--- src/rtl/full_adder_bist_pkg.sv ---
`default_nettype none
// ============================================================================
//  Module   : full_adder_bist_pkg
//  Purpose  : Shared constants for the full-adder BIST controller:
//             FSM state encoding, last sweep vector, mismatch-count ceiling.
//  Ports    : none (package)
//  Revision : 1.0 - initial release
// ============================================================================
package full_adder_bist_pkg;

    // Controller state encoding (2-bit)
    localparam logic [1:0] ST_IDLE   = 2'd0;
    localparam logic [1:0] ST_SETTLE = 2'd1;
    localparam logic [1:0] ST_CHECK  = 2'd2;
    localparam logic [1:0] ST_DONE   = 2'd3;

    // Final vector of the sweep ({Cin,Y,X} = 111)
    localparam logic [2:0] VEC_LAST  = 3'd7;

    // Mismatch counter saturates here (one per vector at most)
    localparam logic [3:0] ERR_MAX   = 4'd8;

endpackage : full_adder_bist_pkg
`default_nettype wire

--- src/rtl/fa_golden.sv ---
`default_nettype none
// ============================================================================
//  Module   : fa_golden
//  Purpose  : Combinational reference full adder used as the checker's
//             expected-value source.
//  Ports    : x, y, cin  - operand bits
//             sum, cout  - reference sum and carry-out
//  Revision : 1.0 - initial release
// ============================================================================
module fa_golden (
    input  logic x,
    input  logic y,
    input  logic cin,
    output logic sum,
    output logic cout
);

    assign sum  = x ^ y ^ cin;
    assign cout = (x & y) | (x & cin) | (y & cin);

endmodule : fa_golden
`default_nettype wire

--- src/rtl/full_adder_bist.sv ---
`default_nettype none
// ============================================================================
//  Module   : full_adder_bist
//  Purpose  : Built-in self-test controller for a 1-bit full adder. Sweeps
//             the eight {Cin,Y,X} vectors 000..111, holds each one for
//             SETTLE_CYCLES cycles, samples Sum/Cout and compares against
//             a golden model. Reports mismatch count, first failing vector
//             and pass/fail.
//  Ports    : clk, rst (sync, active-high), start
//             oX, oY, oCin      - registered operands to the adder
//             iSum, iCout       - adder response (synchronous to clk)
//             busy, done, pass  - status
//             err_cnt[3:0]      - mismatching vectors in last sweep (0..8)
//             fail_vec[2:0]     - {Cin,Y,X} of the first failing vector
//             inj_mask[1:0]     - only with FAULT_INJECT_EN: bit0 flips the
//                                 sampled Sum, bit1 flips the sampled Cout
//  Options  : FAULT_INJECT_EN   - adds the inj_mask port
//  Revision : 1.0 - initial release
// ============================================================================
module full_adder_bist
    import full_adder_bist_pkg::*;
#(
    parameter int unsigned SETTLE_CYCLES = 2
) (
    input  logic       clk,
    input  logic       rst,
    input  logic       start,
    output logic       oX,
    output logic       oY,
    output logic       oCin,
    input  logic       iSum,
    input  logic       iCout,
`ifdef FAULT_INJECT_EN
    input  logic [1:0] inj_mask,
`endif
    output logic       busy,
    output logic       done,
    output logic       pass,
    output logic [3:0] err_cnt,
    output logic [2:0] fail_vec
);

    // Counter reload: it counts down to zero inclusive, so N-1 gives N cycles
    localparam logic [3:0] c_SETTLE_LOAD = 4'(SETTLE_CYCLES - 1);

    generate
        if (SETTLE_CYCLES < 1 || SETTLE_CYCLES > 15) begin : g_param_check
            $error("SETTLE_CYCLES must be in 1..15");
        end
    endgenerate

    // ------------------------------------------------------------------
    // State and next-state signals
    // ------------------------------------------------------------------
    logic [1:0] r_state,    w_state_nxt;
    logic [2:0] r_vec,      w_vec_nxt;
    logic [3:0] r_cnt,      w_cnt_nxt;
    logic       r_busy,     w_busy_nxt;
    logic       r_done,     w_done_nxt;
    logic [3:0] r_err_cnt,  w_err_cnt_nxt;
    logic [2:0] r_fail_vec, w_fail_vec_nxt;

    // ------------------------------------------------------------------
    // Reference model and observed response
    // ------------------------------------------------------------------
    logic w_gold_sum;
    logic w_gold_cout;
    logic w_obs_sum;
    logic w_obs_cout;
    logic w_mismatch;

    fa_golden u_golden (
        .x    (r_vec[0]),
        .y    (r_vec[1]),
        .cin  (r_vec[2]),
        .sum  (w_gold_sum),
        .cout (w_gold_cout)
    );

`ifdef FAULT_INJECT_EN
    assign w_obs_sum  = iSum  ^ inj_mask[0];
    assign w_obs_cout = iCout ^ inj_mask[1];
`else
    assign w_obs_sum  = iSum;
    assign w_obs_cout = iCout;
`endif

    assign w_mismatch = (w_obs_sum != w_gold_sum) || (w_obs_cout != w_gold_cout);

    // ------------------------------------------------------------------
    // State register
    // ------------------------------------------------------------------
    always_ff @(posedge clk) begin
        if (rst) begin
            r_state    <= ST_IDLE;
            r_vec      <= 3'd0;
            r_cnt      <= 4'd0;
            r_busy     <= 1'b0;
            r_done     <= 1'b0;
            r_err_cnt  <= 4'd0;
            r_fail_vec <= 3'd0;
        end else begin
            r_state    <= w_state_nxt;
            r_vec      <= w_vec_nxt;
            r_cnt      <= w_cnt_nxt;
            r_busy     <= w_busy_nxt;
            r_done     <= w_done_nxt;
            r_err_cnt  <= w_err_cnt_nxt;
            r_fail_vec <= w_fail_vec_nxt;
        end
    end

    // ------------------------------------------------------------------
    // Next-state logic
    // ------------------------------------------------------------------
    always_comb begin
        w_state_nxt    = r_state;
        w_vec_nxt      = r_vec;
        w_cnt_nxt      = r_cnt;
        w_busy_nxt     = r_busy;
        w_done_nxt     = r_done;
        w_err_cnt_nxt  = r_err_cnt;
        w_fail_vec_nxt = r_fail_vec;

        case (r_state)
            // DONE restarts exactly like IDLE; results and the last vector
            // hold until then.
            ST_IDLE, ST_DONE: begin
                if (start) begin
                    w_vec_nxt      = 3'd0;
                    w_err_cnt_nxt  = 4'd0;
                    w_fail_vec_nxt = 3'd0;
                    w_cnt_nxt      = c_SETTLE_LOAD;
                    w_busy_nxt     = 1'b1;
                    w_done_nxt     = 1'b0;
                    w_state_nxt    = ST_SETTLE;
                end
            end

            ST_SETTLE: begin
                if (r_cnt == 4'd0) begin
                    w_state_nxt = ST_CHECK;
                end else begin
                    w_cnt_nxt = r_cnt - 4'd1;
                end
            end

            ST_CHECK: begin
                if (w_mismatch) begin
                    if (r_err_cnt < ERR_MAX) begin
                        w_err_cnt_nxt = r_err_cnt + 4'd1;
                    end
                    // Only the first failing vector of a sweep is recorded
                    if (r_err_cnt == 4'd0) begin
                        w_fail_vec_nxt = r_vec;
                    end
                end
                if (r_vec == VEC_LAST) begin
                    w_busy_nxt  = 1'b0;
                    w_done_nxt  = 1'b1;
                    w_state_nxt = ST_DONE;
                end else begin
                    w_vec_nxt   = r_vec + 3'd1;
                    w_cnt_nxt   = c_SETTLE_LOAD;
                    w_state_nxt = ST_SETTLE;
                end
            end

            default: begin
                w_state_nxt = ST_IDLE;
            end
        endcase
    end

    // ------------------------------------------------------------------
    // Outputs (operands come straight from the vector register)
    // ------------------------------------------------------------------
    assign oX       = r_vec[0];
    assign oY       = r_vec[1];
    assign oCin     = r_vec[2];
    assign busy     = r_busy;
    assign done     = r_done;
    assign pass     = r_done && (r_err_cnt == 4'd0);
    assign err_cnt  = r_err_cnt;
    assign fail_vec = r_fail_vec;

endmodule : full_adder_bist
`default_nettype wire
--- config.mk ---
export PLATFORM = sky130hd
export DESIGN_NAME = full_adder_bist
export DESIGN_NICKNAME = d
export VERILOG_FILES = /design/src/rtl/full_adder_bist_pkg.sv /design/src/rtl/fa_golden.sv /design/src/rtl/full_adder_bist.sv
export SDC_FILE = /design/constraint.sdc
export NUM_CORES = 1
export LEC_CHECK = 0
export BUFFER_PORTS_ARGS = -buffer_cell sky130_fd_sc_hd__buf_2
export CAP_MARGIN = 20
export CORE_UTILIZATION = 25
export CTS_BUF_LIST = sky130_fd_sc_hd__clkbuf_2
export CTS_CLUSTER_DIAMETER = 40
export DETAILED_ROUTE_END_ITERATION = 10
export GPL_TIMING_DRIVEN = 0
export PLACE_DENSITY = 0.45
export SLEW_MARGIN = 15
export SYNTH_ARGS = -nofsm -noshare
export SYNTH_HDL_FRONTEND = slang
export SYNTH_SLANG_ARGS = --single-unit
--- constraint.sdc ---
create_clock -name clk -period 2.3 [get_ports clk]
set_input_delay 0.23 -clock clk [delete_from_list [all_inputs] [get_ports clk]]
set_output_delay 0.23 -clock clk [all_outputs]
set_load 0.005 [all_outputs]
Word level (Yosys, flattened, before mapping):

Index checks and enable logic that the tools add are counted.

* bits in registers: 18
* input port bits: 5
* output and inout port bits: 13
* word-level logic and storage cells: 69

* add/subtract/negate cells: 3
* order comparisons: 1
* equal/unequal tests: 14
* muxes and demuxes: 24
* bitwise logic cells: 7
* reductions and logical operators: 13

Operator list (number)
* 2-to-1 mux 4 bit: 6
* inequality test 2 bit, second input constant: 8
* 2-to-1 mux 3 bit: 4
* one-hot mux 3 bit (2 select lines): 2
* one-hot mux 4 bit (3 select lines): 1
* AND reduction 3 bit: 3
* logical NOT 4 bit: 2
* one-hot mux 4 bit (2 select lines): 1
* AND reduction 4 bit: 2
* 2-to-1 mux 2 bit: 3
* one-hot mux 2 bit (3 select lines): 1
* adder 4 x 1 -> 4 bit, second input constant: 1
* == test 2 bit, second input constant: 2
* less-than comparator 4 bit, second input constant: 1
* 2-to-1 mux 1 bit: 4
* one-hot mux 1 bit (2 select lines): 2
* subtractor 4 x 1 -> 4 bit, second input constant: 1
* adder 3 x 1 -> 3 bit, second input constant: 1
* AND 1 bit: 3
* == test 3 bit, second input constant: 1
* == test 2 x 1 -> 1 bit, second input constant: 1
* logical NOT 2 bit: 1
* inequality test 1 bit: 2
* bitwise OR 1 bit: 2
* 6 further kinds: 7

Depth between registers and ports, before layout:

Gate-level depths: netlist (run 1).

* depth in word-level cells: 7
* depth in mapped cells: 7
* gate-level depth less buffers: 6

Hierarchy:

From an unflattened synthesis (run 1), not the netlist that was laid out.

* cells, all modules: 126
* area total of the unflattened synthesis: 1056.0 µm²

Modules (own cells, without submodules)
* full_adder_bist: instances 1, cells an instance 125, area an instance 1036.0 µm², sequential area each 360.3 µm²
* fa_golden: instances 1, cells an instance 1, area an instance 20.0 µm², sequential area each 0.0 µm²

Worst setup path after synthesis (run 1):

OpenSTA, ideal clock, no wires.

* path type: register to register
* start point: reg r_state[0]
* end point: reg r_fail_vec[0] (netlist: fail_vec[0])
* library setup time: 0.059 ns
* data arrival time: 1.644 ns
* data required time: 2.241 ns
* path slack: 0.596 ns
* cell stages (with the launch flop): 7
* buffers on the path: 0
* period minus slack after synthesis: 1.704 ns
* path through: dfxtp_1 > inv_1 > ha_1 > mux2i_4 > nor2_1 > a211oi_2 > a22o_1

* word-level cells in the longest chain between the ends: 4
* elaborated cells between the ends (all ways): 10
* classes of those cells: 5 x eq/ne; 1 x mux; 4 x reduce/logical

RTL lines
* from (decl): line full_adder_bist.sv:55 `logic [1:0] r_state, w_state_nxt;`
* from (signal assigned): line full_adder_bist.sv:103 `r_state <= w_state_nxt;`
* == test 2 bit / logical NOT 2 bit (equally long branches): line full_adder_bist.sv:125 `case (r_state)`
* OR reduction 2 bit: line full_adder_bist.sv:125
* inequality test 2 bit (no source line) / nonzero test 2 bit (equally long branches)
* AND reduction 4 bit (no source line)
* to (signal assigned): line full_adder_bist.sv:109 `r_fail_vec <= w_fail_vec_nxt;`
* to (decl): line full_adder_bist.sv:61 `logic [2:0] r_fail_vec, w_fail_vec_nxt;`

Several ways; a longest one is shown, not always the timed one.
A chain may end at the register's enable or synchronous reset.

Worst setup path in the final report (run 1):

* start point: reg r_state[0]
* end point: reg r_fail_vec[1] (netlist: fail_vec[1])

Same word-level chain as after synthesis.

==> results of run 1 <==
-- worst max-delay path by stage --
stage,start,cells past startpoint,slack [ps],endpoint
2_1_floorplan,r_state[0],6,600,fail_vec[0]
3_3_place_gp,r_state[0],6,400,fail_vec[0]
3_5_place_dp,r_vec[0],5,360,err_cnt[1]
4_1_cts,r_vec[0],5,330,err_cnt[0]
5_1_grt,r_state[0],6,160,fail_vec[1]
6_report,r_state[0],6,330,fail_vec[1]
-- through the flow --
step           instances  hold WS (ps)   util  power [W]
5_1_grt              197           341  0.306   0.000931
3_5_place_dp         193           466  0.301   0.000712
2_1_floorplan        127           467      -   0.000638
3_3_place_gp         193           456  0.301   0.000706
6_report             197           352  0.306   0.000854
4_1_cts              197           323  0.306   0.000866
-- cell usage in the layout (no fill, tap or decap), drive strengths merged, types with 3 or more instances in the layout --
master / synthesis / routed
a22o: 3 / 3
a21oi: 11 / 11
a31oi: 4 / 4
nand3b: 4 / 4
ha: 9 / 9
o21ai: 5 / 5
nor2: 11 / 11
dfxtp: 18 / 18
inv: 8 / 8
nand4: 3 / 3
buf: 2 / 18
nand2: 15 / 15
a211oi: 3 / 3
nand2b: 3 / 3
clkbuf: 3 / 6
-- critical path: stages, from the launching register on --
cell and delay, ps:
dfxtp_1 410, inv_1 60, ha_1 420, mux2i_4 460
nor2_1 90, a211oi_2 310, a22o_1 190
-- power by group --
group | total, W | internal, W | switching, W | leakage, nW
Sequential | 0.000366 | 0.000339 | 0.0000273 | 0.146
Clock | 0.000147 | 0.0000378 | 0.000109 | 0.0140
Combinational | 0.000341 | 0.000145 | 0.000196 | 0.343
Total | 0.000854 | 0.000522 | 0.000332 | 0.503
-- final cells by class --
cell class / count / share of cell area
multi-input cells: 96 / 0.545
flip-flops and latches: 18 / 0.287
repair buffers: 16 / 0.0637
well taps: 50 / 0.0498
inverters: 8 / 0.0239
plain buffers: 5 / 0.0159
clock buffers: 3 / 0.0119
clock inverters: 1 / 0.00299
-- registers in the layout (all words and copies together), names as in the netlist --
signal    cells
err_cnt       4
r_cnt         4
fail_vec      3
r_vec         3
r_state       2
busy          1
done          1
-- routing by layer --
layer / share of wire / track usage / up-vias
met3: 0.051 / 0.0433 / 2
met4: 0.0048 / 0.0339 / 0
li1: - / - / 491
met1: 0.53 / 0.164 / 446
met2: 0.41 / 0.186 / 24
met5: 0 / 0 / -
-- cell families after synthesis --
logic type | after synthesis | synth area share
fa+ha+maj | 10 | 0.121
compound gates | 32 | 0.191
flops | 18 | 0.329
mux | 1 | 0.0205
buf+inv | 13 | 0.0457
xor+xnor | 2 | 0.0160
simple gates | 51 | 0.277
==> flow_summary_export.csv, run 1 <==
group,metric,value,unit
floorplan,initial_core_util,0.266,
routing,vias_per_cell,4.89,
timing,finalSetupTns,0,ps
timing,worst_slack,335,ps
run,max-cap-violations,0,
grt,grt_pass1_wl,4.22,mm
grt,grt_overflow_total,0,
cts,cts_hold_buffers,0,
synthesis,synth_top_area_frac,0.329,
synthesis,yosysUniqueCellTypes,39,
pwr,leakagePower,0.503,nW
synthesis,ys_async_sr_fraction,0,
cts,cts.sinks,18,
placement,gp_congestion,0.704,
synthesis,yosysTopAreaCell,"dfxtp_1",
critical_path,regToRegStartpoint,"r_state[0]",
critical_path,reg2reg_depth,6,
finish,nets,163,
timing,relSlewSlack,0.628,
finish,syn_to_final_growth,14.7,%
timing,skew,12.9,ps
cts,post-cts-setup-buffers,0,
cts,post_cts_resized,0,
floorplan,num_rows,23,
critical_path,worstReg2RegEnd,"fail_vec[1]",
synthesis,yosysMostFrequentCell,"dfxtp_1",
routing,postRouteAntennaNets,0,
cts,cts_tree,"built",
min_path,holdPathStages,4,
placement,placement.io_buffers,16,
min_path,min_from,"start",
synthesis,synth_commonest_cells,"18 x dfxtp_1, 15 x nand2_1, 10 x a21oi_1, 10 x nor2_1, 9 x ha_1",
cts,clock-root-buffer,"clkbuf_2",
pwr,power_density,679,mW/mm2
routing,drt-wirelength-per-cell,12.7,um
timing,timing.final.crit_period,1970,ps
grt,grt_use_total,0.123,
cts,cts_buffer_depth,2,
synthesis,ys_seq_area_frac,0.329,
timing,fin_crit_sh,0.854,
placement,dp_hpwl,1.87,mm
routing,vias,963,
finish,final_area,0.00126,mm2
timing,hold_violations,0,
timing,drv_slew,0,
critical_path,worstSetupPathType,"register to register",
routing,drtIter0Drc,77,
floorplan,io_pins,18,
floorplan,dieArea,0.00465,mm2
synthesis,syn_inst,127,
timing,setup_viol,0,
synthesis,synth.cell_area,0.00110,mm2
grt,grt_pass1_vias,923,
pwr,ir_drop,0.370,mV
placement,dp_slack,365,ps
floorplan,die_h,68.2,um
timing,max_freq,509,MHz
finish,nFillCells,433,
finish,final_layout_size_suffix_gt1_frac,0.197,
outcome,status,"completed",
floorplan,core,0.00412,mm2
critical_path,crit_required,2580,ps
critical_path,startpoint_type,"register",
timing,max_slew.worst_pin.slew,558,ps
critical_path,reg2reg_slack,330,ps
floorplan,die_w,68.2,um
synthesis,ys_ff_latch,18,
routing,drc,0,
cts,clk_pin_slew,200,ps
cts,cts_made_buffers,3,
synthesis,synth_enable_flop_cells,0,
min_path,hold_class,"primary input to register",
finish,regArea,360,um2
finish,num_antenna_cells,0,
routing,drt-total-wl,2.51,mm
critical_path,crit_path_end_kind,"register",
grt,antenna_found_initial,0,
critical_path,arrival,2250,ps
synthesis,syn-num-nets,142,
routing,drtPass1Iterations,4,
synthesis,ys.warnings.count,0,
synthesis,yosys_most_used_dff,"dfxtp_1",
synthesis,synth.avg_cell_area,8.63,um2
critical_path,cp_max_fo,10,
cts,htree_levels,1,
cts,clk_latency,310,ps
min_path,hold_path_end,"done",
placement,place_area,0.00124,mm2
timing,rsz0062_at_grt,"no",
synthesis,synthTopCellsByArea,"dfxtp_1 33%, ha_1 10%, nand2_1 5.1%, a21oi_1 4.6%, nor2_1 3.4%",
grt,grt_max_degree,11,
finish,multi_input_area,686,um2
Note: power is estimated with default switching activity, not from simulation.
==> run 2: changes to the inputs <==
--- a/config.mk
+++ b/config.mk
@@ -5,14 +5,15 @@
 export SDC_FILE = /design/constraint.sdc
 export NUM_CORES = 1
 export LEC_CHECK = 0
-export BUFFER_PORTS_ARGS = -buffer_cell sky130_fd_sc_hd__buf_2
+export BUFFER_PORTS_ARGS = -buffer_cell sky130_fd_sc_hd__buf_4
 export CAP_MARGIN = 20
+export CORE_ASPECT_RATIO = 0.75
 export CORE_UTILIZATION = 25
 export CTS_BUF_LIST = sky130_fd_sc_hd__clkbuf_2
 export CTS_CLUSTER_DIAMETER = 40
 export DETAILED_ROUTE_END_ITERATION = 10
 export GPL_TIMING_DRIVEN = 0
-export PLACE_DENSITY = 0.45
+export PLACE_DENSITY = 0.46
 export SLEW_MARGIN = 15
 export SYNTH_ARGS = -nofsm -noshare
 export SYNTH_HDL_FRONTEND = slang
==> constraint.sdc (replaced) <==
create_clock -name clk -period 1.79 [get_ports clk]
set_input_delay 0.179 -clock clk [delete_from_list [all_inputs] [get_ports clk]]
set_output_delay 0.179 -clock clk [all_outputs]
set_load 0.005 [all_outputs]
==> run 2 against run 1 <==
  * Hold slack lost 82 ps
  * Global-route usage is 0.29 points higher
  * Sequential cell count stayed put
  * Wire length rose by 8.1%
  * Sequential share of layout area fell by 1.1 points
  * Largest power group is now combinational cells
  * Critical path depth fell by 1
  * Sequential power up 28%
  * Clock skew up 0.59 ps
  * Via count is 2.0% higher
  * Non-clock buffer count up 1
  * Total power rose by 33%
==> flow_summary_export.csv, run 2 (same netlist as run 1, synthesis figures left out) <==
group,metric,value,unit
outcome,status,"completed",
pwr,ir_drop,0.439,mV
min_path,hold_class,"primary input to register",
pwr,leakagePower,0.525,nW
grt,antenna_found_initial,0,
pwr,intPower,0.000697,W
critical_path,cpMaxStageDelayCell,"fa_1",
floorplan,die_w,78.5,um
routing,drtPass1Iterations,4,
timing,max_slew.worst_pin.slew,626,ps
placement,dp_hpwl,1.94,mm
placement,dp_slack,-140,ps
finish,num_antenna_cells,0,
floorplan,initial_core_util,0.265,
cts,cts_made_buffers,3,
critical_path,crit_required,2070,ps
grt,grt_pass1_vias,897,
cts,htree_levels,1,
critical_path,cp_max_fo,6,
finish,utilization,0.329,
critical_path,arrival,2030,ps
timing,skew,13.5,ps
timing,max_freq,572,MHz
placement,gp_congestion,0.720,
finish,multi_input_area,719,um2
timing,hold_violations,0,
grt,grt_pass1_wl,4.48,mm
finish,syn_to_final_growth,24.1,%
pwr,combPwrFrac,0.430,
critical_path,startpoint_type,"register",
routing,vias,982,
routing,drc,0,
critical_path,max_stage_delay,520,ps
finish,nets,164,
pwr,clkPwrFrac,0.159,
timing,timing.final.crit_period,1750,ps
cts,clock-root-buffer,"clkbuf_2",
timing,fin_crit_sh,0.977,
min_path,holdPathStages,4,
pwr,power.share.sequential,0.411,
timing,worst_slack,40.4,ps
pwr,p_switching,0.000442,W
floorplan,die_h,59.3,um
critical_path,crit_path_end_kind,"register",
cts,clk_latency,310,ps
routing,drt-wirelength-per-cell,13.4,um
routing,drtIter0Drc,38,
critical_path,reg2reg_depth,5,
pwr,p_sw_frac,0.388,
floorplan,core,0.00413,mm2
grt,grt_max_degree,11,
routing,vias_per_cell,4.86,
critical_path,crit_cells,5,
finish,nFillCells,429,
cts,cts_buffer_depth,2,
routing,drt-total-wl,2.71,mm
timing,setup_viol,0,
floorplan,num_rows,20,
run,max-cap-violations,0,
floorplan,dieArea,0.00466,mm2
timing,drv_slew,0,
finish,final_layout_size_suffix_gt1_frac,0.293,
routing,postRouteAntennaNets,0,
finish,mostFrequentLayoutCell,"buf_4",
critical_path,crit_chain,"fa_1 -> xnor2_2 -> nand2_2 -> a211oi_4 -> a22o_1",
cts,clk_pin_slew,190,ps
pwr,p_total,0.00114,W
floorplan,io_pins,18,
cts,cts_tree,"built",
finish,layout_common_cells,"18 x buf_4, 14 x nand2_1, 12 x dfxtp_1",
critical_path,crit_buf_inv,0,
pwr,power_density,837,mW/mm2
timing,relSlewSlack,0.583,
placement,placement.io_buffers,16,
timing,rsz0062_at_grt,"yes",
critical_path,worstSetupPathType,"register to register",
critical_path,cp_top_family,"adder cells",
grt,grt_overflow_total,0,
cts,cts.sinks,18,
finish,regArea,375,um2
grt,grt_use_total,0.126,
run 2: cell types whose count changed in the layout (fill, tap and decap cells not counted), moves of 2 or more:
cell / delta
buf_4: +18
buf_2: -16
dfxtp_1: -6
dfxtp_2: +3
dfxtp_4: +3
xnor2_1: -2
xnor2_2: +2
run 2: final timing paths:
| kind | end | slack, ps | from |
|---|---|---|---|
| min | done | 270 | start |
| max | fail_vec[0] | 40 | r_vec[0] |
| min reg2reg | r_cnt[1] | 520 | r_cnt[1] |
| max reg2reg | fail_vec[0] | 40 | r_vec[0] |
run 2: through the flow:
step	std cells	hold slack (ps)	TNS, ps	area [um2]
after floorplan	127	433	0	1100
after global placement	198	483	-394	1280
after detailed placement	198	467	-618	1280
after CTS	202	240	0	1340
after global routing	202	251	-185	1360
final	202	270	0	1360
run 2: layout make-up:
| class | instances | area share |
|---|---|---|
| inverters | 8 | 0.0221 |
| repair buffers | 18 | 0.0994 |
| flip-flops and latches | 18 | 0.276 |
| multi-input cells | 96 | 0.529 |
| well taps | 55 | 0.0506 |
| plain buffers | 4 | 0.0120 |
| clock buffers | 3 | 0.0110 |
run 2: routing by layer:
layer,vias up,global-route usage,wire length [um]
met5,-,0,0
met4,0,0.0344,14
met3,2,0.0369,110
met2,20,0.184,1160
met1,468,0.181,1420
li1,492,-,-
run 2: worst reg2reg max path, stage by stage, from the launching register on:
cell and delay [ps]:
dfxtp_4 410, fa_1 520, xnor2_2 220, nand2_2 120
a211oi_4 270, a22o_1 190
run 2: what timing repair did:
action                     CTS  global route
buffers inserted             1             1
gates resized for setup     10             6
setup endpoints to repair    7             9
hold buffers                 0             0
pin swaps                    2             6
run 2: power groups by stage:
stage | logic [W] | registers (W) | clock network [W]
after global routing | 0.000546 | 0.000476 | 0.000211
after CTS | 0.000471 | 0.000469 | 0.000190
final | 0.000490 | 0.000468 | 0.000181
after floorplan | 0.000349 | 0.000472 | 0
after detailed placement | 0.000439 | 0.000480 | 0
after global placement | 0.000436 | 0.000477 | 0
